[src/rtl/pll_pkg.sv]
// Shared definitions for the PLL lock supervisor and its status-register decode.
package pll_pkg;

    localparam int STATE_W = 2;

    localparam logic [STATE_W-1:0] WAIT_LOCK  = 2'd0;
    localparam logic [STATE_W-1:0] STABILIZE  = 2'd1;
    localparam logic [STATE_W-1:0] HOLD_RESET = 2'd2;
    localparam logic [STATE_W-1:0] RUNNING    = 2'd3;

    localparam int DEF_LOCK_STABLE_CYCLES = 1024;
    localparam int DEF_RESET_HOLD_CYCLES  = 16;

endpackage

[src/rtl/sync_ff_chain.sv]
// Single-bit flip-flop synchroniser chain with synchronous active-low clear.
module sync_ff_chain #(
    parameter int STAGES = 2
) (
    input  logic clk,
    input  logic resetn,
    input  logic d,
    output logic q
);

    logic [STAGES-1:0] chain;

    always_ff @(posedge clk) begin
        if (!resetn) begin
            chain <= '0;
        end else begin
            chain <= {chain[STAGES-2:0], d};
        end
    end

    assign q = chain[STAGES-1];

endmodule

[src/rtl/pll_lock_supervisor.sv]
// Qualifies PLL lock, sequences the downstream system reset and records lock-loss events.
module pll_lock_supervisor
    import pll_pkg::*;
#(
    parameter int SYNC_STAGES        = 2,
    parameter int LOCK_STABLE_CYCLES = DEF_LOCK_STABLE_CYCLES,
    parameter int RESET_HOLD_CYCLES  = DEF_RESET_HOLD_CYCLES,
    parameter int CNT_W              = 8
) (
    input  logic               clock_in,
    input  logic               resetn,
    input  logic               locked_async,
    input  logic               clear_sticky,
    output logic               sys_resetn,
    output logic               ready,
    output logic               lock_lost_sticky,
    output logic [CNT_W-1:0]   lock_loss_count,
    output logic [STATE_W-1:0] state
);

    localparam int MAX_CYCLES = (LOCK_STABLE_CYCLES > RESET_HOLD_CYCLES) ?
                                LOCK_STABLE_CYCLES : RESET_HOLD_CYCLES;
    localparam int CW = $clog2(MAX_CYCLES) + 1;
    localparam logic [CW-1:0] STAB_LAST = CW'(LOCK_STABLE_CYCLES - 1);
    localparam logic [CW-1:0] HOLD_LAST = CW'(RESET_HOLD_CYCLES - 1);

    logic               locked_sync;
    logic [STATE_W-1:0] state_d;
    logic [CW-1:0]      cnt_q;
    logic [CW-1:0]      cnt_d;
    logic               loss;

    sync_ff_chain #(
        .STAGES (SYNC_STAGES)
    ) u_lock_sync (
        .clk    (clock_in),
        .resetn (resetn),
        .d      (locked_async),
        .q      (locked_sync)
    );

    always_comb begin
        state_d = state;
        cnt_d   = '0;
        loss    = 1'b0;
        case (state)
            WAIT_LOCK: begin
                if (locked_sync) state_d = STABILIZE;
            end
            STABILIZE: begin
                if (!locked_sync)            state_d = WAIT_LOCK;
                else if (cnt_q == STAB_LAST) state_d = HOLD_RESET;
                else                         cnt_d   = cnt_q + 1'b1;
            end
            HOLD_RESET: begin
                if (!locked_sync)            state_d = WAIT_LOCK;
                else if (cnt_q == HOLD_LAST) state_d = RUNNING;
                else                         cnt_d   = cnt_q + 1'b1;
            end
            RUNNING: begin
                if (!locked_sync) begin
                    state_d = WAIT_LOCK;
                    loss    = 1'b1;
                end
            end
            default: state_d = WAIT_LOCK;
        endcase
    end

    always_ff @(posedge clock_in) begin
        if (!resetn) begin
            state            <= WAIT_LOCK;
            cnt_q            <= '0;
            sys_resetn       <= 1'b0;
            ready            <= 1'b0;
            lock_lost_sticky <= 1'b0;
            lock_loss_count  <= '0;
        end else begin
            state      <= state_d;
            cnt_q      <= cnt_d;
            // Decoded from next state so the outputs track the state register with no lag
            sys_resetn <= (state_d == RUNNING);
            ready      <= (state_d == RUNNING);
            if (loss) begin
                lock_lost_sticky <= 1'b1;
                if (clear_sticky)
                    lock_loss_count <= CNT_W'(1);
                else if (lock_loss_count != '1)
                    lock_loss_count <= lock_loss_count + 1'b1;
            end else if (clear_sticky) begin
                lock_lost_sticky <= 1'b0;
                lock_loss_count  <= '0;
            end
        end
    end

endmodule

[config.mk]
export PLATFORM = sky130hd
export DESIGN_NAME = pll_lock_supervisor
export DESIGN_NICKNAME = d
export VERILOG_FILES = /design/src/rtl/pll_pkg.sv /design/src/rtl/sync_ff_chain.sv /design/src/rtl/pll_lock_supervisor.sv
export SDC_FILE = /design/constraint.sdc
export NUM_CORES = 1
export LEC_CHECK = 0
export ABC_CLOCK_PERIOD_IN_PS = 3200
export CAP_MARGIN = 20
export CORE_MARGIN = 2
export CORE_UTILIZATION = 29
export CTS_CLUSTER_DIAMETER = 120
export DETAILED_ROUTE_END_ITERATION = 8
export PLACE_DENSITY = 0.58
export SYNTH_ARGS = -nofsm -noshare
export SYNTH_HDL_FRONTEND = slang
export SYNTH_SLANG_ARGS = --single-unit
[constraint.sdc]
create_clock -name clock_in -period 3.2 [get_ports clock_in]
set_input_delay 0.8 -clock clock_in [delete_from_list [all_inputs] [get_ports clock_in]]
set_output_delay 0.8 -clock clock_in [all_outputs]
set_load 0.005 [all_outputs]
==> results_dict.tcl, run 1 <==
set metrics [dict create \
    skew_ps 2.05 \
    hold_buffers 0 \
    yosys-top-cells-count "dfxtp_1, nor2_1, nand2_1, nor3_1, xor2_1" \
    die_area_mm2 0.00495 \
    synth_flop_cell "dfxtp_1" \
    instances_no_fill 210 \
    drc 0 \
    start_util_pct 29.7 \
    syn_nets 150 \
    worstMarginPinSlew_ps 503 \
    cts_tree "yes" \
    p_int_w 0.000411 \
    hold_viol 0 \
    dieWidth_um 70.3 \
    utilization_pct 35.8 \
    rows 24 \
    fmax_ghz 0.472 \
    finalSetupTns_ps 0 \
    track_usage_pct 10.7 \
    net-switching-power_w 0.000107 \
    cp.arrival_ps 1320 \
    grt_max_degree 14 \
    critPathTopFamily "buffers and inverters" \
    place_congestion 0.798 \
    vias 1088 \
    reg2reg_setup_slack_ps 1210 \
    synth_area_mm2 0.00128 \
    postSynth.asyncResetShare_pct 0 \
    clkSinkCount 25 \
    post_cts_buffers 0 \
    pwr-share-seq_pct 60.8 \
    synth_edf_count 0 \
    path_clk_slew_ps 80 \
    area_delta_synth_final_pct 20.5 \
    rr_startpoint "state[1]$_SDFF_PN0_" \
    portBuffers 16 \
    vdd_drop_max_v 0.000133 \
    die_h_um 70.3 \
    cts-buffers-inserted 3 \
    yosys_warnings 0 \
    dpl_cell_area_mm2 0.00149 \
    overflow 0 \
    nets 169 \
    cp-end-kind "output pin" \
    yosysTopAreaCell "dfxtp_1" \
    cpPeakStageDelay_ps 570 \
    cts.path.max_buffers 2 \
    swShare_pct 20.7 \
    first_global_vias 1018 \
    grt_antenna_before_repair 0 \
    drtAntennaViolNets 0 \
    critPathLaunch "state[1]$_SDFF_PN0_" \
    placed_cells 206 \
    avgSynthCellArea_um2 9.12 \
    crit_chain "clkdlybuf4s50_1" \
    power-per-cell-area_mw_per_mm2 337 \
    fin_area_mm2 0.00154 \
    dr.pass1.iters 4 \
    whs_ps 447 \
    path_class "flip-flop to output pin" \
    dp_hpwl_mm 1.91 \
    synth_seq_area_share_pct 39.2 \
    cts_root_buf "clkbuf_8" \
    ys_seq_elements 25 \
    drv_cap 0 \
    postSynthCellCount 140 \
    combPwrFrac_pct 3.7 \
    core_area_mm2 0.00429 \
    critPathRequiredTime_ps 2400 \
    clk_latency_ps 260 \
    htree_levels 1 \
    wl_mm 2.58 \
    grt_pass1_wl_mm 4.37 \
    avgRoutedWirePerCell_um 12.3 \
    cts-resized-gates 0 \
    leakagePower_nw 0.514 \
    worstHoldPathType "flip-flop to flip-flop" \
    start_kind "flip-flop" \
    synth_top_cell_area_share_pct 39.2 \
    hp-start "u_lock_sync.chain[0]$_SDFF_PN0_" \
    post-route-period-util_pct 66.1 \
    drive_above_1_share_pct 5.70 \
    avgViaCountPerCell 5.18 \
    synth.most_common_cell "dfxtp_1" \
    synthTopCellsByArea "dfxtp_1, xor2_1, ha_1" \
    cp_max_fo 8 \
    antenna_cells 0 \
    critPathSlowestCell "clkdlybuf4s50_1" \
    slew_headroom_pct 66.0 \
    rsz0062_at_grt "false" \
    path_buf_inv 1 \
    drt_iter0_drc 46 \
    ios 17 \
    maxSlewViolCount 0 \
    finalSetupViolations 0 \
    min_period_ps 2120 \
    status "finished, final reports clean" \
    p_clk_share_pct 35.6 \
    yosys.cell_types.count 42 \
]
[cell type report]
class | count | area [µm²]
timing repair buffer | 17 | 168
tap | 52 | 65.1
sequential | 25 | 500
multi-input combinational | 109 | 748
clock buffer | 4 | 45.0
inverter | 3 | 11.3
fill | 448 | 2760
[path summary, 6_finish.rpt]
check	to	cells past startpoint
setup / recovery	state[1]	1
hold / removal	u_lock_sync.chain[1]$_SDFF_PN0_	1
setup reg to reg	ready$_SDFF_PN0_	5
hold reg to reg	u_lock_sync.chain[1]$_SDFF_PN0_	1
[cell families (layout without fill, tap and decap cells)]
logic type | after synthesis | count (layout) | share of synthesized area [%]
and+or+nand+nor | 70 | 70 | 31.9
xor gates and xnor gates | 10 | 10 | 6.86
muxes | 2 | 2 | 1.57
buffers and inverters | 6 | 24 | 2.16
AOI/OAI and AO/OA | 21 | 21 | 12.5
adders and majority gates | 6 | 6 | 5.88
DFF | 25 | 25 | 39.2
[sequential cells by signal, indices dropped and copies added (netlist names)]
| register | cells |
|---|---|
| state | 2 |
| u_lock_sync.chain | 2 |
| ready | 1 |
| cnt_q | 11 |
| lock_loss_count | 8 |
| lock_lost_sticky | 1 |
[routing by layer]
layer | track usage (%) | wire length, µm | up-vias
met5 | 0 | 0 | -
met3 | 1.73 | 71 | 4
li1 | - | - | 549
met4 | 3.85 | 17 | 0
met1 | 13.8 | 1270 | 509
met2 | 17.8 | 1220 | 26
[per-stage QoR]
step	setup slack, ps	total power (W)
floorplan	1460	0.000331
global placement	1130	0.000340
detailed placement	1070	0.000341
CTS	1070	0.000529
global route	1030	0.000542
finish	1080	0.000518
[layout by cell type (no fill, tap or decap), types with 2 or more instances in the layout]
master / count
clkdlybuf4s50_1: 16
mux2i_1: 2
nand2b_1: 4
and2_1: 3
clkbuf_8: 3
and4b_1: 2
nand4_1: 5
nand3_1: 7
ha_1: 6
nor3_1: 9
o31ai_1: 3
a21oi_1: 4
nand2_1: 9
nor2_1: 15
xor2_1: 9
dfxtp_1: 25
and4_1: 3
nor2b_1: 4
nor4b_1: 2
o311ai_1: 2
inv_1: 3
[power by group through the flow]
stage	registers, W	logic (W)	clock network (W)
finish	0.000315	0.0000189	0.000184
global route	0.000315	0.0000213	0.000206
CTS	0.000315	0.0000189	0.000195
detailed placement	0.000322	0.0000189	0
global placement	0.000322	0.0000184	0
floorplan	0.000322	0.00000978	0
[worst register-to-register path: cells and delay by family (launching register included)]
kind | cells | cell delay, ps
and+or+nand+nor | 3 | 960
AOI/OAI and AO/OA | 1 | 160
adders and majority gates | 1 | 320
DFF | 1 | 490
No activity file was read; power rests on OpenSTA's default activity.
==> run 2, diff against run 1 <==
- ABC_CLOCK_PERIOD_IN_PS: 3200 -> 1800
- PLACE_DENSITY: 0.58 -> 0.6
- clock period: 3.2 -> 1.8 ns (I/O delays scaled with it)
==> run 2 against run 1 <==
Net effect: first-iteration DRC count up 8.7%; worst setup slack got worse by 1100 ps; combinational power is 130% higher; total power increased by 78%; sequential cell count stayed put; die area is the same; non-clock buffer count is 12 higher; hold slack worse by 10 ps; sequential share of layout area decreased by 2.3 points; critical path depth is 5 higher; clock power up 74%; largest cell class unchanged; clock-buffer cell count did not move.
==> results_dict.tcl, run 2 (synthesis results as in run 1) <==
set metrics [dict create \
    die_area_mm2 0.00495 \
    track_usage_pct 11.6 \
    nets 181 \
    ios 17 \
    regMostFlops "cnt_q" \
    path_clk_slew_ps 90 \
    crit_chain "inv_4, ha_4, or3b_4, nor4_4, o311ai_2, nor4_2" \
    path_buf_inv 1 \
    antenna_cells 0 \
    cts.path.max_buffers 2 \
    clk_latency_ps 260 \
    cts_root_buf "clkbuf_8" \
    drt_iter0_drc 50 \
    start_kind "flip-flop" \
    critPathTopFamily "simple AND/OR/NAND/NOR gates" \
    cp.arrival_ps 1970 \
    cts_tree "yes" \
    maxSlewViolCount 0 \
    use_met1_pct 15.7 \
    final_common_cell "dfxtp_1" \
    slew_headroom_pct 67.9 \
    avgViaCountPerCell 5.11 \
    grt_max_degree 14 \
    drtAntennaViolNets 0 \
    critPathSlowestCell "dfxtp_4" \
    power-per-cell-area_mw_per_mm2 552 \
    worstMarginPinSlew_ps 478 \
    layout_setup_ws_ps 7.76 \
    drive_above_1_share_pct 17.6 \
    clkSinkCount 25 \
    top_usage_layer "met2" \
    rows 24 \
    area_delta_synth_final_pct 30.9 \
    fmax_ghz 0.558 \
    avgRoutedWirePerCell_um 12.5 \
    die_h_um 70.3 \
    drc 0 \
    grtUsageMet3_pct 1.59 \
    post-route-period-util_pct 99.6 \
    rsz0062_at_grt "true" \
    core_area_mm2 0.00429 \
    vias 1134 \
    start_util_pct 29.7 \
    final-seq-area_um2 505 \
    hold_buffers 0 \
    grt_antenna_before_repair 0 \
    skew_ps 7.47 \
    overflow 0 \
    largest_reg_flops 11 \
    drv_cap 0 \
    place_ws_ps 37.1 \
    dr.pass1.iters 4 \
    cts-buffers-inserted 3 \
    finalSetupViolations 0 \
    status "finished, final reports clean" \
    worstHoldPathType "flip-flop to flip-flop" \
    min_period_ps 1790 \
    path_class "flip-flop to flip-flop" \
    finalSetupTns_ps 0 \
    largest_registers "cnt_q: 11 flops, lock_loss_count: 8 flops" \
    cp_max_fo 5 \
    cpPeakStageDelay_ps 380 \
    grt_pass1_wl_mm 4.79 \
    htree_levels 1 \
    fill_cells 431 \
    wl_mm 2.77 \
    place_congestion 0.846 \
    met2_usage_pct 18.4 \
    multi_input_area_um2 783 \
    dieWidth_um 70.3 \
    leakagePower_nw 0.586 \
    first_global_vias 1106 \
    dp_hpwl_mm 2.04 \
    hold_viol 0 \
    portBuffers 16 \
    vdd_drop_max_v 0.000360 \
    critPathRequiredTime_ps 1980 \
    layout_common_cells "dfxtp_1, clkdlybuf4s50_1, nor2_1, buf_4" \
    cp-end-kind "flip-flop" \
]
[run 2: power by group]
part,switching (W),total [W],internal [W],leakage [nW]
Sequential,0.00000349,0.000559,0.000555,0.203
Combinational,0.0000206,0.0000437,0.0000232,0.360
Clock,0.000162,0.000320,0.000158,0.0228
Total,0.000186,0.000922,0.000736,0.586
[run 2: timing repair]
action | 4_1_cts | 5_1_grt
buffers inserted | 0 | 2
setup endpoints to repair | 0 | 12
resized for setup | 0 | 12
[run 2: stage by stage]
step / std cells / power (W) / hold slack (ps) / area, µm² / utilization [%]
after floorplan: 140 / 0.000589 / 412 / 1280 / -
after global placement: 216 / 0.000608 / 416 / 1570 / 36.5
after detailed placement: 216 / 0.000609 / 421 / 1570 / 36.5
after CTS: 220 / 0.000933 / 442 / 1610 / 37.6
after global routing: 222 / 0.000970 / 473 / 1670 / 38.9
final: 222 / 0.000922 / 437 / 1670 / 38.9
[run 2: routing by layer]
layer  wire (µm)  up-vias
met5           0        -
met4          54        0
met3          93        6
met2        1350       22
met1        1280      533
li1            -      573
[run 2: worst register-to-register path, cell delays in order (launching register included)]
cell,delay [ps]
dfxtp_4,380
inv_4,60
ha_4,120
or3b_4,380
nor4_4,330
o311ai_2,180
nor4_2,280
[run 2: final timing paths]
path,start,to,slack [ps],cells after the start
min,u_lock_sync.chain[0]$_SDFF_PN0_,u_lock_sync.chain[1]$_SDFF_PN0_,440,1
min reg2reg,u_lock_sync.chain[0]$_SDFF_PN0_,u_lock_sync.chain[1]$_SDFF_PN0_,440,1
max,state[0]$_SDFF_PN0_,ready$_SDFF_PN0_,8,6
max reg2reg,state[0]$_SDFF_PN0_,ready$_SDFF_PN0_,8,6
[run 2: final cells by class]
type | count | area share (%)
multi-input cells | 109 | 46.9
clock buffers | 4 | 2.70
well taps | 52 | 3.90
inverters | 3 | 0.824
repair buffers | 29 | 15.4
flip-flops and latches | 25 | 30.3
==> run 3, diff against run 2 <==
- MAX_ROUTING_LAYER: not set -> met4
==> run 3 against run 2 <==
Net effect: global-route usage grew 0.38 points; critical endpoint unchanged; non-clock buffer count is the same; sequential cell count is the same; total power grew 0.20%; core utilization is the same; clock power is essentially flat; fmax is essentially flat; final cell count is the same; worst setup slack lost 0.94 ps; largest power group unchanged; critical path depth is the same; largest cell class unchanged; sequential power is essentially flat.
==> results_dict.tcl, run 3 (synthesis results as in run 1) <==
set metrics [dict create \
    area_delta_synth_final_pct 30.9 \
    grt_antenna_before_repair 0 \
    track_usage_pct 12.0 \
    min_period_ps 1790 \
    instances_no_fill 222 \
    place_ws_ps 37.1 \
    vdd_drop_max_v 0.000362 \
    start_util_pct 29.7 \
    rsz0062_at_grt "true" \
    finalSetupViolations 0 \
    grt_max_degree 14 \
    regMostFlops "cnt_q" \
    path_class "flip-flop to flip-flop" \
    avgViaCountPerCell 5.08 \
    htree_levels 1 \
    worstMarginPinSlew_ps 483 \
    finalSetupTns_ps 0 \
    drt_iter0_drc 50 \
    clk_latency_ps 260 \
    antenna_cells 0 \
    slew_headroom_pct 67.5 \
    largest_reg_flops 11 \
    drtAntennaViolNets 0 \
    leakagePower_nw 0.586 \
    layout_setup_ws_ps 6.81 \
    fill_cells 431 \
    first_global_vias 1103 \
    dp_hpwl_mm 2.04 \
    worstHoldPathType "flip-flop to flip-flop" \
    placed_cells 216 \
    fmax_ghz 0.558 \
    rows 24 \
    hold_viol 0 \
    post-route-period-util_pct 99.6 \
    place_congestion 0.859 \
    power-per-cell-area_mw_per_mm2 553 \
    grt_pass1_wl_mm 4.78 \
    cts-buffers-inserted 3 \
    wl_mm 2.78 \
    avgRoutedWirePerCell_um 12.5 \
    nets 181 \
    die_area_mm2 0.00495 \
    cts_root_buf "clkbuf_8" \
    clkSinkCount 25 \
    layout_common_cells "dfxtp_1, clkdlybuf4s50_1, nor2_1, buf_4" \
    dr.pass1.iters 4 \
    final_common_cell "dfxtp_1" \
    largest_registers "cnt_q: 11 flops, lock_loss_count: 8 flops" \
    ios 17 \
    critPathRequiredTime_ps 1980 \
    dieWidth_um 70.3 \
    start_kind "flip-flop" \
    cts_tree "yes" \
    drc 0 \
    path_clk_slew_ps 90 \
    drv_cap 0 \
    cp.arrival_ps 1970 \
    cts.path.max_buffers 2 \
    core_area_mm2 0.00429 \
    cp-end-kind "flip-flop" \
    portBuffers 16 \
    drive_above_1_share_pct 17.6 \
    vias 1127 \
    skew_ps 8.75 \
    status "finished, final reports clean" \
    overflow 0 \
    die_h_um 70.3 \
    cp_max_fo 5 \
    maxSlewViolCount 0 \
]
run 3: cell counts in the layout (fill, tap and decap cells not counted):
Identical to the previous run, type by type.
run 3: cell type report:
| type | instances | area (µm²) | share of cell area, % |
|---|---|---|---|
| Multi-Input combinational cell | 109 | 783 | 46.9 |
| Sequential cell | 25 | 505 | 30.3 |
| Timing Repair Buffer | 29 | 258 | 15.4 |
| Tap cell | 52 | 65.1 | 3.90 |
| Clock buffer | 4 | 45.0 | 2.70 |
| Inverter | 3 | 13.8 | 0.824 |
run 3: power by group:
| part | internal (W) | switching [W] |
|---|---|---|
| sequential | 0.000555 | 0.00000348 |
| clock | 0.000158 | 0.000164 |
| combinational | 0.0000232 | 0.0000206 |
run 3: through the flow:
step	util [%]	instance area, µm²	hold slack [ps]	total power (W)
2_1_floorplan	-	1280	412	0.000589
3_3_place_gp	36.5	1570	416	0.000608
3_5_place_dp	36.5	1570	421	0.000609
4_1_cts	37.6	1610	442	0.000933
5_1_grt	38.9	1670	474	0.000973
6_report	38.9	1670	438	0.000924
run 3: worst max-delay path, cell delays in order, from the launching register on:
cell and delay (ps):
dfxtp_4 380, inv_4 60, ha_4 110, or3b_4 380
nor4_4 330, o311ai_2 180, nor4_2 280
run 3: worst paths after layout:
check | startpoint | to | slack, ps | cells after the start
worst max register to register | state[0]$_SDFF_PN0_ | ready$_SDFF_PN0_ | 7 | 6
worst min-delay path | u_lock_sync.chain[0]$_SDFF_PN0_ | u_lock_sync.chain[1]$_SDFF_PN0_ | 440 | 1
worst max-delay path | state[0]$_SDFF_PN0_ | ready$_SDFF_PN0_ | 7 | 6
worst min register to register | u_lock_sync.chain[0]$_SDFF_PN0_ | u_lock_sync.chain[1]$_SDFF_PN0_ | 440 | 1
run 3: layer usage:
metal  routed length, µm  GRT usage (%)
met5                   0              -
met4                  54           4.70
met3                  69           1.30
met2                1350           18.3
met1                1310           16.1
run 3: timing repair:
action / in CTS / in global routing
hold buffers: 0 / 0
resized for setup: 0 / 12
endpoints found under the setup margin: 0 / 12
buffers inserted: 0 / 2
